### src/rtl/ram_sweep_nxw_if.sv
`default_nettype none
// ============================================================================
//  Module   : ram_sweep_nxw_if
//  Brief    : Access bus for ram_sweep_nxw (request, read data, status flags).
//  Revision : 1.0
// ============================================================================
interface ram_sweep_nxw_if #(
    parameter int WIDTH  = 4,
    parameter int ADDR_W = 4
);
    logic              en;
    logic              rw;
    logic [ADDR_W-1:0] endereco;
    logic [WIDTH-1:0]  inp;
    logic [WIDTH-1:0]  wmask;
    logic              init;
    logic [WIDTH-1:0]  y;
    logic              valid;
    logic              err;
    logic              busy;

    modport master (
        output en, rw, endereco, inp, wmask, init,
        input  y, valid, err, busy
    );

    modport slave (
        input  en, rw, endereco, inp, wmask, init,
        output y, valid, err, busy
    );
endinterface
`default_nettype wire

### src/rtl/ram_sweep_nxw.sv
`default_nettype none
// ============================================================================
//  Module   : ram_sweep_nxw
//  Brief    : DEPTH x WIDTH single-port RAM with bit-masked writes, registered
//             reads, range/busy error pulses and a hardware zero-fill sweep.
//  Revision : 1.0
// ============================================================================
module ram_sweep_nxw #(
    parameter int WIDTH  = 4,
    parameter int DEPTH  = 16,
    parameter int ADDR_W = 4
) (
    input  wire logic      clk,
    input  wire logic      clear,
    ram_sweep_nxw_if.slave bus
);
    localparam logic [0:0]        S_SWEEP = 1'b0;
    localparam logic [0:0]        S_IDLE  = 1'b1;
    localparam logic [ADDR_W:0]   c_DEPTH = (ADDR_W+1)'(DEPTH);
    localparam logic [ADDR_W-1:0] c_LAST  = ADDR_W'(DEPTH - 1);

    logic [WIDTH-1:0]  r_mem [DEPTH];
    logic [0:0]        r_state, w_state_nx;
    logic [ADDR_W-1:0] r_cnt, w_cnt_nx;
    logic [WIDTH-1:0]  r_y, w_y_nx;
    logic              r_valid, w_valid_nx;
    logic              r_err, w_err_nx;
    logic              w_we;
    logic [ADDR_W-1:0] w_waddr;
    logic [WIDTH-1:0]  w_wdata;
    logic              w_in_range;
    logic [WIDTH-1:0]  w_rdata;

    // Non-power-of-two depths leave a hole at the top of the address space.
    assign w_in_range = ({1'b0, bus.endereco} < c_DEPTH);
    assign w_rdata    = w_in_range ? r_mem[bus.endereco] : '0;

    always_comb begin
        w_state_nx = r_state;
        w_cnt_nx   = r_cnt;
        w_y_nx     = r_y;
        w_valid_nx = 1'b0;
        w_err_nx   = 1'b0;
        w_we       = 1'b0;
        w_waddr    = bus.endereco;
        w_wdata    = (w_rdata & ~bus.wmask) | (bus.inp & bus.wmask);
        case (r_state)
            S_SWEEP: begin
                w_we     = 1'b1;
                w_waddr  = r_cnt;
                w_wdata  = '0;
                w_err_nx = bus.en;
                if (r_cnt == c_LAST) begin
                    w_cnt_nx   = '0;
                    w_state_nx = S_IDLE;
                end else begin
                    w_cnt_nx = r_cnt + ADDR_W'(1);
                end
            end
            S_IDLE: begin
                if (bus.init) begin
                    // A simultaneous access loses to init and is reported.
                    w_state_nx = S_SWEEP;
                    w_err_nx   = bus.en;
                end else if (bus.en) begin
                    if (!w_in_range) begin
                        w_err_nx = 1'b1;
                        if (!bus.rw) begin
                            w_y_nx     = '0;
                            w_valid_nx = 1'b1;
                        end
                    end else if (bus.rw) begin
                        w_we = 1'b1;
                    end else begin
                        w_y_nx     = w_rdata;
                        w_valid_nx = 1'b1;
                    end
                end
            end
            default: begin
                w_state_nx = S_SWEEP;
                w_cnt_nx   = '0;
            end
        endcase
    end

    always_ff @(posedge clk or negedge clear) begin
        if (!clear) begin
            r_state <= S_SWEEP;
            r_cnt   <= '0;
            r_y     <= '0;
            r_valid <= 1'b0;
            r_err   <= 1'b0;
        end else begin
            r_state <= w_state_nx;
            r_cnt   <= w_cnt_nx;
            r_y     <= w_y_nx;
            r_valid <= w_valid_nx;
            r_err   <= w_err_nx;
        end
    end

    // Storage has no reset; writes are held off while clear is asserted.
    always_ff @(posedge clk) begin
        if (clear && w_we) begin
            r_mem[w_waddr] <= w_wdata;
        end
    end

    assign bus.y     = r_y;
    assign bus.valid = r_valid;
    assign bus.err   = r_err;
    assign bus.busy  = (r_state == S_SWEEP);
endmodule
`default_nettype wire

### src/flat_wrapper.sv
// flat-port wrapper written by rule: the top's interface ports become plain ports
module ram_sweep_nxw_flat 
#(
    parameter int WIDTH  = 4,
    parameter int DEPTH  = 16,
    parameter int ADDR_W = 4
)
  (clk, clear, bus_en, bus_rw, bus_endereco, bus_inp, bus_wmask, bus_init, bus_y, bus_valid, bus_err, bus_busy);
  ram_sweep_nxw_if #(.WIDTH(WIDTH), .ADDR_W(ADDR_W)) bus_i ();
  input  wire logic clk;
  input  wire logic clear;
  input wire logic [$bits(bus_i.en)-1:0] bus_en;
  input wire logic [$bits(bus_i.rw)-1:0] bus_rw;
  input wire logic [$bits(bus_i.endereco)-1:0] bus_endereco;
  input wire logic [$bits(bus_i.inp)-1:0] bus_inp;
  input wire logic [$bits(bus_i.wmask)-1:0] bus_wmask;
  input wire logic [$bits(bus_i.init)-1:0] bus_init;
  output wire logic [$bits(bus_i.y)-1:0] bus_y;
  output wire logic [$bits(bus_i.valid)-1:0] bus_valid;
  output wire logic [$bits(bus_i.err)-1:0] bus_err;
  output wire logic [$bits(bus_i.busy)-1:0] bus_busy;
  assign bus_i.en = bus_en;
  assign bus_i.rw = bus_rw;
  assign bus_i.endereco = bus_endereco;
  assign bus_i.inp = bus_inp;
  assign bus_i.wmask = bus_wmask;
  assign bus_i.init = bus_init;
  assign bus_y = bus_i.y;
  assign bus_valid = bus_i.valid;
  assign bus_err = bus_i.err;
  assign bus_busy = bus_i.busy;
  ram_sweep_nxw #(.WIDTH(WIDTH), .DEPTH(DEPTH), .ADDR_W(ADDR_W)) u_core (.clk(clk), .clear(clear), .bus(bus_i));
endmodule
### config.mk
export PLATFORM = sky130hd
export DESIGN_NAME = ram_sweep_nxw_flat
export DESIGN_NICKNAME = d
export VERILOG_FILES = /design/src/rtl/ram_sweep_nxw_if.sv /design/src/rtl/ram_sweep_nxw.sv /design/src/flat_wrapper.sv
export SDC_FILE = /design/constraint.sdc
export NUM_CORES = 1
export LEC_CHECK = 0
export ABC_CLOCK_PERIOD_IN_PS = 2100
export CAP_MARGIN = 20
export CORE_MARGIN = 1
export CORE_UTILIZATION = 57
export DETAILED_ROUTE_END_ITERATION = 8
export PLACE_DENSITY = 0.83
export SLEW_MARGIN = 20
export SYNTH_ARGS = -nofsm -noshare
export SYNTH_HDL_FRONTEND = slang
export SYNTH_SLANG_ARGS = --single-unit
### constraint.sdc
create_clock -name clk -period 2.1 [get_ports clk]
set_input_delay 0.315 -clock clk [delete_from_list [all_inputs] [get_ports clk]]
set_output_delay 0.315 -clock clk [all_outputs]
set_load 0.01 [all_outputs]
==> impl_metrics.toml <==
[detailed_routing]
routed-via-count = 2167
routed_wl_mm = 7.86
routed_len_inst_um = 22.4
initialDrtViolationCount = 245
drc = 0
route.detailed.vias_per_inst = 6.17
route.antenna.remaining_nets = 0
dr.pass1.iters = 5

[finish]
drive_gt1_share_pct = 32.0
final_core_utilization_pct = 79.8
finalNonFillerCells = 351
area_delta_synth_final_pct = 31.1
antenna_cells_inserted = 0
num-nets-final = 294
n_fill_cell = 273

[cts]
cts_tree = "yes"
cts_max_path_buffers = 2
post_cts_hold_buffer_count = 0
clock_sink_count = 75
cts-htree-levels = 3
insertion_delay_ns = 0.35
clock-root-buffer = "clkbuf_8"
cts_inserted_buffers = 9
clkSlewWorstSetupHoldPaths_ns = 0.08

[critical_path]
cp-startpoint = "u_core.r_mem[11][1]$_DFFE_PP_"
crit-reg2reg-launch = "u_core.r_mem[11][1]$_DFFE_PP_"
number_of_cell_instances_on_the_worst_register_to_register_path = 5
cp.arrival_ns = 2.21
crit_required_ns = 2.21
worst_setup_path_start_kind = "register"
crit_fanout = 8
criticalPathCategory = "reg2reg"
endpoint_kind = "register"

[timing]
report.final.setup_viol = 2
fin_crit_ns = 2.10
timing.slew.headroom_pct = 58.6
fmax_ghz = 0.476
worst_clock_skew_ns = 0.00922
finalSetupTns_ns = -0.000364
post-route-period-util_pct = 100
timing.final.hold_violations = 0
worstMarginPinSlew_ns = 0.615
setup_slack_ns = -0.000310
final-max-slew-violation-count = 0

[floorplanning]
coreArea_um2 = 5270
die_w_um = 77.0
die-area_um2 = 5930
count_of_pins_on_the_block_boundary = 24
die-height_um = 77.0
initial_core_util_pct = 60.8
std_cell_rows = 26

[grt]
grt.overflow.total = 0
grt_pass1_vias = 2058
global_route_wire_length_before_repair_mm = 11.7
grt_max_degree = 17
grt_antenna_before_repair = 0
grt_overall_usage_pct = 28.0

[placement]
number_of_cells_after_detailed_placement = 324
port-buffer-count = 23
detailedPlacementHpwl_mm = 4.93
place.gp.congestion = 0.805

[synthesis]
mappedNetlistArea_um2 = 3210
yosysSeqAreaShare_pct = 68.5
netlist_instances = 204
synth_fa_ha_area_share_pct = 0.390
synth.mux.area_fraction_pct = 13.6
synth_simple_gate_area_share_pct = 6.94
synth_top_cells_by_area = "edfxtp_1 (60%), dfrtp_1 (8.6%), mux4_1 (6.6%)"
post-synth-top-count-cell = "edfxtp_1"
yosysWarningCount = 0
asyncSetResetFlopFracSynth_pct = 14.7
synthesis.area_per_instance_um2 = 15.7
synth-edff-count = 64
post_synth_num_cell_types = 36
synth_xor_area_share_pct = 0.273
synth_top_area_share_pct = 59.9
synth-compound-area-share_pct = 7.69
mappedNetlistNets = 222
yosys-top-cells-count = "edfxtp_1 (64), nor2_1 (18), nand2_1 (14)"
yosys.area.top_type = "edfxtp_1"
synth_top_family_by_area = "multiplexers"
synthFlopType = "edfxtp_1"
synth_seq_cells = 75

[worst_hold_path]
worst_hold_path_type = "in2async"

[outcome]
failing_checks = "setup timing"
status = "complete, but fails checks"

[job]
drv.max_cap_violation_count = 0

[pwr]
power_w = 0.00441
max-vdd-ir-drop_uv = 1030
power.density_nw_per_um2 = 1050
total_leakage_power_nw = 1.57
==> power breakdown <==
| part | internal [W] | switching, W |
|---|---|---|
| Sequential | 0.00190 | 0.000140 |
| Combinational | 0.000561 | 0.000591 |
| Clock | 0.000672 | 0.000547 |
| Total | 0.00313 | 0.00128 |
==> metrics by stage <==
stage / hold WS, ns / worst slack [ns] / area (um2)
2_1_floorplan: 0.0194 / 0.0430 / 3210
3_3_place_gp: 0.467 / -0.592 / 3790
3_5_place_dp: 0.475 / -0.638 / 3790
4_1_cts: 0.309 / 0.0102 / 4170
5_1_grt: 0.322 / -0.00937 / 4210
6_report: 0.295 / -0.000310 / 4210
==> layer usage <==
| layer | track usage [%] | share of wire, % |
|---|---|---|
| met2 | 43.4 | 49 |
| met3 | 6.43 | 8.8 |
| met5 | 0 | 0 |
| met1 | 38.2 | 40 |
| met4 | 12.1 | 2.2 |
==> critical path, cell delays in order, from the launching register on <==
cell and delay, ns:
edfxtp_1 0.42, mux4_1 0.55, mux2_2 0.32, a32oi_4 0.25, a21oi_2 0.13, buf_4 0.18
==> cell usage in the layout, fill, tap and decap left out, drive strengths merged, types with 2 or more instances in the layout <==
| cell | count |
|---|---|
| a31oi | 6 |
| nand2 | 14 |
| o21ai | 13 |
| nor3 | 5 |
| nand3 | 2 |
| buf | 46 |
| bufinv | 2 |
| clkbuf | 11 |
| mux2i | 8 |
| nor2 | 18 |
| clkinv | 3 |
| mux4 | 12 |
| or2 | 4 |
| inv | 8 |
| clkinvlp | 2 |
| mux2 | 5 |
| a21oi | 5 |
| dfrtp | 11 |
| clkdlybuf4s50 | 20 |
| a32oi | 5 |
| edfxtp | 64 |
==> cells by family (layout without fill, tap and decap cells) <==
group | after synthesis | after routing
AO/OA/AOI/OAI | 34 | 34
XOR/XNOR | 1 | 1
adder cells (fa/ha/maj) | 1 | 1
buffers and inverters | 19 | 96
flip-flops | 75 | 75
multiplexers | 25 | 25
AND/OR/NAND/NOR | 49 | 49
==> layout make-up <==
cell class              count  area, um2  share of cell area, %
multi-input cells         110        957                   22.8
inverters                   9       37.5                  0.893
well taps                  70       87.6                   2.08
flip-flops and latches     75       2200                   52.3
clock buffers              10        128                   3.03
repair buffers             71        708                   16.8
clock inverters             6       88.8                   2.11
==> worst paths after layout <==
check	endpoint	slack, ns
setup / recovery	u_core.r_mem[13][1]$_DFFE_PP_	-0.0003
hold / removal	u_core.r_state$_DFF_PN0_	0.29
setup reg to reg	u_core.r_mem[13][1]$_DFFE_PP_	-0.0003
hold reg to reg	u_core.bus.y[1]$_DFFE_PN0P_	0.49
max in group asynchronous	u_core.r_state$_DFF_PN0_	1.64
min in group clk	u_core.bus.y[1]$_DFFE_PN0P_	0.49
==> flip-flops by register name (all words and copies together) (netlist names) <==
| signal | count |
|---|---|
| u_core.bus.y | 4 |
| u_core.r_cnt | 4 |
| u_core.r_mem | 64 |
| u_core.r_state | 1 |
| u_core.bus.valid | 1 |
| u_core.bus.err | 1 |
==> what timing repair did <==
item,4_1_cts,5_1_grt
buffers inserted,6,1
pin swaps,7,2
setup endpoints to repair,64,30
gates cloned,3,1
gates resized for setup,21,4
Note: power is estimated with default switching activity, not from simulation.
